--- src/rtl/oled_init_sequencer.sv ---
// Streams one I2C write (address, control byte, SSD1306 power-up list) into the
// byte transmitter through its enable/command/next/ack handshake.
//
// state       | meaning
// S_IDLE      | waiting for start, enable low
// S_WAIT_NEXT | byte presented, waiting for transmitter to finish it
// S_ACK_WAIT  | ack issued, waiting for next to drop before the following byte
// S_STOP      | enable low so the transmitter can issue its stop, then done
// S_FAULT     | enable low after trouble/timeout, then back to idle without done
module oled_init_sequencer #(
    parameter logic [7:0] DEV_ADDR       = 8'h78,
    parameter logic [7:0] CTRL_BYTE      = 8'h00,
    parameter int         STOP_CYCLES    = 8,
    parameter int         TIMEOUT_CYCLES = 4096
) (
    input  logic       clock,
    input  logic       reset_n,
    input  logic       start,
    output logic       busy,
    output logic       done,
    output logic       error,
    output logic [4:0] byte_index,
    output logic       i2c_enable,
    output logic [7:0] i2c_command,
    input  logic       i2c_next,
    output logic       i2c_ack,
    input  logic       i2c_trouble
);

    localparam int TMO_W = $clog2(TIMEOUT_CYCLES + 1);
    localparam int STP_W = $clog2(STOP_CYCLES + 1);
    localparam logic [4:0]       LAST_IDX = 5'd26;
    localparam logic [TMO_W-1:0] TMO_LAST = TMO_W'(TIMEOUT_CYCLES - 1);
    localparam logic [STP_W-1:0] STP_LAST = STP_W'(STOP_CYCLES - 1);

    typedef enum logic [2:0] {
        S_IDLE,
        S_WAIT_NEXT,
        S_ACK_WAIT,
        S_STOP,
        S_FAULT
    } state_t;

    state_t           state_q, state_d;
    logic             busy_q, busy_d;
    logic             done_q, done_d;
    logic             error_q, error_d;
    logic [4:0]       idx_q, idx_d;
    logic             en_q, en_d;
    logic [7:0]       cmd_q, cmd_d;
    logic             ack_q, ack_d;
    logic [TMO_W-1:0] tmo_q, tmo_d;
    logic [STP_W-1:0] stp_q, stp_d;

    function automatic logic [7:0] rom_byte(input logic [4:0] idx);
        logic [7:0] b;
        case (idx)
            5'd0:    b = DEV_ADDR;
            5'd1:    b = CTRL_BYTE;
            5'd2:    b = 8'hAE;
            5'd3:    b = 8'hD5;
            5'd4:    b = 8'h80;
            5'd5:    b = 8'hA8;
            5'd6:    b = 8'h3F;
            5'd7:    b = 8'hD3;
            5'd8:    b = 8'h00;
            5'd9:    b = 8'h40;
            5'd10:   b = 8'h8D;
            5'd11:   b = 8'h14;
            5'd12:   b = 8'h20;
            5'd13:   b = 8'h00;
            5'd14:   b = 8'hA1;
            5'd15:   b = 8'hC8;
            5'd16:   b = 8'hDA;
            5'd17:   b = 8'h12;
            5'd18:   b = 8'h81;
            5'd19:   b = 8'hCF;
            5'd20:   b = 8'hD9;
            5'd21:   b = 8'hF1;
            5'd22:   b = 8'hDB;
            5'd23:   b = 8'h40;
            5'd24:   b = 8'hA4;
            5'd25:   b = 8'hA6;
            5'd26:   b = 8'hAF;
            default: b = 8'h00;
        endcase
        return b;
    endfunction

    always_ff @(posedge clock) begin
        if (!reset_n) begin
            state_q <= S_IDLE;
            busy_q  <= 1'b0;
            done_q  <= 1'b0;
            error_q <= 1'b0;
            idx_q   <= '0;
            en_q    <= 1'b0;
            cmd_q   <= '0;
            ack_q   <= 1'b0;
            tmo_q   <= '0;
            stp_q   <= '0;
        end else begin
            state_q <= state_d;
            busy_q  <= busy_d;
            done_q  <= done_d;
            error_q <= error_d;
            idx_q   <= idx_d;
            en_q    <= en_d;
            cmd_q   <= cmd_d;
            ack_q   <= ack_d;
            tmo_q   <= tmo_d;
            stp_q   <= stp_d;
        end
    end

    always_comb begin
        state_d = state_q;
        busy_d  = busy_q;
        done_d  = 1'b0;
        error_d = error_q;
        idx_d   = idx_q;
        en_d    = en_q;
        cmd_d   = cmd_q;
        ack_d   = 1'b0;
        tmo_d   = tmo_q;
        stp_d   = stp_q;
        case (state_q)
            S_IDLE: begin
                if (start) begin
                    state_d = S_WAIT_NEXT;
                    busy_d  = 1'b1;
                    error_d = 1'b0;
                    idx_d   = '0;
                    en_d    = 1'b1;
                    cmd_d   = DEV_ADDR;
                    tmo_d   = '0;
                end
            end
            S_WAIT_NEXT: begin
                tmo_d = tmo_q + TMO_W'(1);
                if (i2c_trouble || tmo_q == TMO_LAST) begin
                    state_d = S_FAULT;
                    en_d    = 1'b0;
                    error_d = 1'b1;
                    stp_d   = '0;
                end else if (i2c_next) begin
                    if (idx_q != LAST_IDX) begin
                        state_d = S_ACK_WAIT;
                        idx_d   = idx_q + 5'd1;
                        cmd_d   = rom_byte(idx_q + 5'd1);
                        ack_d   = 1'b1;
                        tmo_d   = '0;
                    end else begin
                        state_d = S_STOP;
                        en_d    = 1'b0;
                        stp_d   = '0;
                    end
                end
            end
            S_ACK_WAIT: begin
                // a next level held across the ack must fall before it can count again
                tmo_d = tmo_q + TMO_W'(1);
                if (i2c_trouble || tmo_q == TMO_LAST) begin
                    state_d = S_FAULT;
                    en_d    = 1'b0;
                    error_d = 1'b1;
                    stp_d   = '0;
                end else if (!i2c_next) begin
                    state_d = S_WAIT_NEXT;
                end
            end
            S_STOP, S_FAULT: begin
                stp_d = stp_q + STP_W'(1);
                if (stp_q == STP_LAST) begin
                    state_d = S_IDLE;
                    busy_d  = 1'b0;
                    done_d  = (state_q == S_STOP);
                    stp_d   = '0;
                end
            end
            default: begin
                state_d = S_IDLE;
                busy_d  = 1'b0;
                en_d    = 1'b0;
            end
        endcase
    end

    always_comb begin
        busy        = busy_q;
        done        = done_q;
        error       = error_q;
        byte_index  = idx_q;
        i2c_enable  = en_q;
        i2c_command = cmd_q;
        i2c_ack     = ack_q;
    end

endmodule

--- config.mk ---
export PLATFORM = sky130hd
export DESIGN_NAME = oled_init_sequencer
export DESIGN_NICKNAME = d
export VERILOG_FILES = /design/src/rtl/oled_init_sequencer.sv
export SDC_FILE = /design/constraint.sdc
export NUM_CORES = 1
export LEC_CHECK = 0
export ABC_AREA = 0
export BUFFER_PORTS_ARGS = -buffer_cell sky130_fd_sc_hd__buf_2
export CAP_MARGIN = 30
export CORE_ASPECT_RATIO = 0.8
export CORE_UTILIZATION = 30
export DETAILED_ROUTE_END_ITERATION = 6
export PLACE_DENSITY = 0.51
export SLEW_MARGIN = 20
export SYNTH_ARGS = -nofsm -noshare
export SYNTH_HDL_FRONTEND = slang
export SYNTH_SLANG_ARGS = --single-unit
--- constraint.sdc ---
create_clock -name clock -period 4.3 [get_ports clock]
set_input_delay 0.43 -clock clock [delete_from_list [all_inputs] [get_ports clock]]
set_output_delay 0.43 -clock clock [all_outputs]
set_load 0.05 [all_outputs]
==> results of run 1 <==
[stage by stage]
step	instance area, µm²	std cells
floorplan	2800	359
global placement	2920	469
detailed placement	2920	469
CTS	3060	477
global route	3060	477
finish	3060	477
[layer usage]
| layer | vias up | global-route usage | part of all wire |
|---|---|---|---|
| met1 | 1235 | 0.259 | 0.54 |
| li1 | 1320 | - | - |
| met5 | - | 0 | 0 |
| met3 | 11 | 0.0361 | 0.065 |
| met4 | 0 | 0.0436 | 0.015 |
| met2 | 82 | 0.199 | 0.38 |
[where the power goes]
group          internal (mW)  leakage, nW  switching, mW
combinational         0.0758        0.737          0.153
sequential             0.374        0.309         0.0332
clock                  0.230       0.0739          0.145
[layout by cell type (no fill, tap or decap), types with 4 or more instances in the layout]
| master | instances |
|---|---|
| dfxtp_1 | 38 |
| clkbuf_16 | 5 |
| nor2_1 | 33 |
| xor2_1 | 7 |
| nand2b_1 | 9 |
| nand3_1 | 16 |
| a21oi_1 | 25 |
| nor3_1 | 10 |
| and3_1 | 6 |
| or3b_2 | 6 |
| nand4_1 | 10 |
| a311oi_1 | 4 |
| and4_1 | 4 |
| a211oi_1 | 6 |
| o21ai_0 | 17 |
| inv_1 | 16 |
| xnor2_1 | 14 |
| nor2b_1 | 5 |
| ha_1 | 8 |
| nand2_1 | 27 |
| nor4_1 | 4 |
| o22ai_1 | 4 |
| buf_2 | 22 |
[flip-flops by register name, summed over array words and instances (netlist names)]
name,count
tmo_q,13
stp_q,4
i2c_ack,1
byte_index,5
done,1
i2c_enable,1
error,1
busy,1
state_q,3
i2c_command,8
[critical path: cells and delay by family, from the launching register on]
| kind | cells | cell delay [ns] |
|---|---|---|
| XOR/XNOR | 1 | 0.55 |
| adder cells (fa/ha/maj) | 1 | 0.82 |
| flip-flops | 1 | 0.80 |
| AO/OA/AOI/OAI | 3 | 0.58 |
| AND/OR/NAND/NOR | 1 | 0.24 |
[path summary, 6_finish.rpt]
| kind | slack (ns) | startpoint | end |
|---|---|---|---|
| max reg2reg | 1.18 | byte_index[0] | i2c_command[4] |
| min | 0.47 | i2c_command[1] | i2c_command[1] |
| min reg2reg | 0.47 | i2c_command[1] | i2c_command[1] |
| max | 1.18 | byte_index[0] | i2c_command[4] |
[logic make-up after synthesis]
logic type | after synthesis | share of synthesized area
and+or+nand+nor | 148 | 0.301
xor gates and xnor gates | 22 | 0.0715
muxes | 3 | 0.0107
DFF | 38 | 0.272
AOI/OAI and AO/OA | 95 | 0.234
adders and majority gates | 8 | 0.0357
buffers and inverters | 45 | 0.0750
[final cells by class]
class | count | area (µm²)
Clock inverter | 1 | 5.00
Timing Repair Buffer | 23 | 118
Sequential cell | 38 | 761
Inverter | 17 | 63.8
Clock buffer | 7 | 143
Fill cell | 984 | 6010
Multi-Input combinational cell | 276 | 1830
Tap cell | 115 | 144
==> flow_metrics.py, run 1 <==
metrics = {
    "run_status": {
        "run_status": "finished clean",
    },
    "pwr": {
        "power_leakage_nw": 1.12,
        "max-vdd-ir-drop_uv": 254,
        "power.total_mw": 1.01,
        "powerDensity_mw_per_mm2": 330,
    },
    "finish": {
        "nets": 374,
        "antenna_cells": 0,
        "utilization": 0.338,
        "drive_above_1_share": 0.138,
        "area_growth_pct": 9.38,
    },
    "die": {
        "die_w_um": 110,
        "initial_core_util": 0.309,
        "ios": 23,
        "die_height_um": 88.4,
        "core_mm2": 0.00908,
        "dieArea_mm2": 0.00973,
        "rows": 31,
    },
    "yosys": {
        "syn_nets": 372,
        "syn_area_mm2": 0.00280,
        "synth_most_common_cell": "dfxtp_1",
        "ys_warn_count": 0,
        "yosys-top-cells-count": "dfxtp_1 (38), nor2_1 (33), nand2_1 (27), a21oi_1 (25), o21ai_0 (17)",
        "synth_edf_count": 0,
        "synthCells": 359,
        "synth_seq_cells": 38,
        "avgSynthCellArea_um2": 7.80,
        "netlist_top_cells_area": "dfxtp_1 (27%), a21oi_1 (4.5%), nor2_1 (4.4%), xnor2_1 (4.4%), nand2_1 (3.6%)",
        "synthArstFlopShare": 0,
        "ys_seq_area_frac": 0.272,
        "synth_flop_cell": "dfxtp_1",
        "synth.distinct_cells": 65,
        "yosys.area.top_type_share": 0.272,
        "synth_top_cell_by_area": "dfxtp_1",
    },
    "global_routing": {
        "grt_max_degree": 29,
        "grt_pass1_vias": 2243,
        "grt-ovfl-total": 0,
        "grt_pass1_wl_um": 11900,
        "antenna_found_initial": 0,
        "grt_use_total": 0.159,
    },
    "timing": {
        "period_share": 0.725,
        "fin_ws_ns": 1.18,
        "drv_slew": 0,
        "maxSlewHeadroom": 0.358,
        "rsz0062_at_grt": "false",
        "fin_crit_ns": 3.12,
        "fin_worst_skew_ns": 0.00407,
        "setup_viol": 0,
        "holdWs_ns": 0.471,
        "hold_viol": 0,
        "worstMarginPinSlew_ns": 0.961,
        "maxClockFrequency_ghz": 0.321,
        "fin_tns_setup_ns": 0,
    },
    "worst_setup_path": {
        "r2r_cells": 6,
        "crit_chain": "ha_1 > nand3_1 > xnor2_1 > a221oi_1 > a31o_2 > o221a_2",
        "critPathArrivalTime_ns": 3.29,
        "crit_path_start_kind": "register",
        "slowest_stage": "ha_1",
        "max_stage_delay_ns": 0.82,
        "cp_max_fo": 24,
        "endpoint_kind": "register",
        "critPathKind": "reg2reg",
        "cp.required_ns": 4.48,
    },
    "clock_network": {
        "clock-sinks": 38,
        "root_buffer": "clkbuf_16",
        "cts_hold_buf": 0,
        "insertion_delay_ns": 0.29,
        "clk_path_buf_depth": 2,
        "postCtsResizedCells": 0,
        "post_cts.repair.setup_buffers": 0,
        "cts_buffers": 5,
        "path_clk_slew_ns": 0.06,
        "h-tree-depth": 2,
        "cts_tree": "done",
    },
    "run": {
        "max-cap-violations": 0,
    },
    "placed_design": {
        "routabilityCongestion": 0.872,
        "port_buffers": 22,
        "place_hpwl_um": 5240,
        "preCtsSetupSlack_ns": 1.28,
    },
    "hold_path": {
        "hold_path.class": "reg2reg",
        "hold_path_depth": 2,
    },
    "drt": {
        "drtAntennaViolNets": 0,
        "vias": 2648,
        "drt-total-wl_um": 7450,
        "drtIter0Drc": 347,
        "wire_per_inst_um": 15.6,
        "drc": 0,
        "dr.pass1.iters": 4,
        "viasPerCell": 5.55,
    },
}
Power figures use the tool's default switching activity.
==> run 2, diff against run 1 <==
==> constraint.sdc (replaced) <==
create_clock -name clock -period 3.1 [get_ports clock]
set_input_delay 0.31 -clock clock [delete_from_list [all_inputs] [get_ports clock]]
set_output_delay 0.31 -clock clock [all_outputs]
set_load 0.05 [all_outputs]
==> run 2 against run 1 <==
Flip-flop and latch count did not move. Register-to-register slack lost 0.50 ns. Via count up 1.4%. Setup slack lost 0.50 ns. Sequential share of layout area fell by 0.33 points. Largest cell class unchanged. Highest routed layer unchanged.
==> flow_metrics.py, run 2 (synthesized netlist as in run 1, its figures left out) <==
metrics = {
    "worst_setup_path": {
        "crit_chain": "nand3_1 > xnor2_1 > a221oi_1 > a31o_2 > o221a_2",
        "cpLargestDelayFamily": "flip-flops",
        "critPathKind": "reg2reg",
        "max_stage_delay_ns": 0.77,
        "cp_max_fo": 21,
        "critPathArrivalTime_ns": 2.59,
        "crit_path_start_kind": "register",
        "slowest_stage": "dfxtp_1",
        "cp.required_ns": 3.27,
        "worst-path-buf-inv": 0,
        "endpoint_kind": "register",
    },
    "global_routing": {
        "grt.busiest_layer": "met1",
        "grt_use_total": 0.163,
        "grtUsageMet3": 0.0265,
        "grt_util_met2": 0.234,
        "grt-ovfl-total": 0,
        "grt_max_degree": 22,
        "met1_usage": 0.256,
        "antenna_found_initial": 0,
        "grt_pass1_wl_um": 12400,
        "grt_pass1_vias": 2377,
    },
    "run_status": {
        "run_status": "finished clean",
    },
    "finish": {
        "fin_area_mm2": 0.00311,
        "instances_no_fill": 482,
        "mostFrequentLayoutCell": "dfxtp_1",
        "drive_above_1_share": 0.153,
        "mostFrequentLayoutCells": "dfxtp_1 (38), nor2_1 (33), nand2_1 (27)",
        "regMostFlops": "tmo_q",
        "largest_reg_flops": 13,
        "area_growth_pct": 10.9,
        "antenna_cells": 0,
        "nets": 379,
    },
    "clock_network": {
        "clock-sinks": 38,
        "post_cts.repair.setup_buffers": 0,
        "root_buffer": "clkbuf_16",
        "cts_buffers": 5,
        "cts_hold_buf": 0,
        "insertion_delay_ns": 0.28,
        "path_clk_slew_ns": 0.06,
        "cts_tree": "done",
        "postCtsResizedCells": 0,
        "h-tree-depth": 2,
        "clk_path_buf_depth": 2,
    },
    "timing": {
        "holdWs_ns": 0.421,
        "rsz0062_at_grt": "false",
        "maxSlewHeadroom": 0.494,
        "maxClockFrequency_ghz": 0.414,
        "fin_ws_ns": 0.682,
        "fin_worst_skew_ns": 0.00752,
        "fin_crit_ns": 2.42,
        "setup_viol": 0,
        "fin_tns_setup_ns": 0,
        "drv_slew": 0,
        "period_share": 0.780,
        "worstMarginPinSlew_ns": 0.753,
        "hold_viol": 0,
    },
    "hold_path": {
        "hold_path.class": "in2reg",
    },
    "drt": {
        "wire_per_inst_um": 15.8,
        "drt-total-wl_um": 7630,
        "vias": 2686,
        "viasPerCell": 5.57,
        "drtIter0Drc": 290,
        "drtAntennaViolNets": 0,
        "dr.pass1.iters": 5,
        "drc": 0,
    },
    "die": {
        "core_mm2": 0.00908,
        "die_height_um": 88.4,
        "rows": 31,
        "die_w_um": 110,
        "dieArea_mm2": 0.00973,
        "ios": 23,
        "initial_core_util": 0.309,
    },
    "placed_design": {
        "place_hpwl_um": 5490,
        "post_dp_cell_area_mm2": 0.00295,
        "port_buffers": 22,
        "routabilityCongestion": 0.929,
        "place_inst": 474,
        "preCtsSetupSlack_ns": 0.745,
    },
    "pwr": {
        "power_leakage_nw": 1.15,
        "max-vdd-ir-drop_uv": 271,
        "powerDensity_mw_per_mm2": 455,
    },
    "run": {
        "max-cap-violations": 0,
    },
}
-- run 2: cell count changes in the layout (fill, tap and decap cells not counted) --
cell / before / now
buf_4: 1 / 6
clkbuf_1: 1 / 0
clkinvlp_4: 0 / 1
-- run 2: worst register-to-register path: stages (launching register included) --
cell	delay, ns
dfxtp_1	0.77
nand3_1	0.25
xnor2_1	0.60
a221oi_1	0.22
a31o_2	0.26
o221a_2	0.21
-- run 2: area by class of cell --
type                            instances  area, µm²
Multi-Input combinational cell        276       1830
Fill cell                             986       5970
Clock buffer                            6        139
Tap cell                              115        144
Clock inverter                          2       12.5
Sequential cell                        38        761
Inverter                               17       63.8
Timing Repair Buffer                   28        155
-- run 2: worst paths after layout --
kind / startpoint / to / slack, ns / cells past startpoint
hold / removal: start / i2c_enable / 0.42 / 3
hold reg to reg: i2c_command[1] / i2c_command[1] / 0.47 / 2
setup reg to reg: byte_index[2] / i2c_command[4] / 0.68 / 5
setup / recovery: byte_index[2] / i2c_command[4] / 0.68 / 5
-- run 2: through the flow --
| step | power [mW] | utilization |
|---|---|---|
| after floorplan | 0.825 | - |
| after global placement | 0.895 | 0.325 |
| after detailed placement | 0.896 | 0.325 |
| after CTS | 1.43 | 0.342 |
| after global routing | 1.49 | 0.342 |
| final | 1.41 | 0.342 |
-- run 2: where the power goes --
part / total (mW) / internal, mW / switching [mW]
logic: 0.340 / 0.110 / 0.230
registers: 0.550 / 0.519 / 0.0312
clock network: 0.523 / 0.319 / 0.204
-- run 2: metal layers --
layer  share of wire  vias to the layer above
met2            0.41                       80
met3           0.053                        8
met5               0                        -
met1            0.53                     1268
li1                -                     1330
met4          0.0077                        0
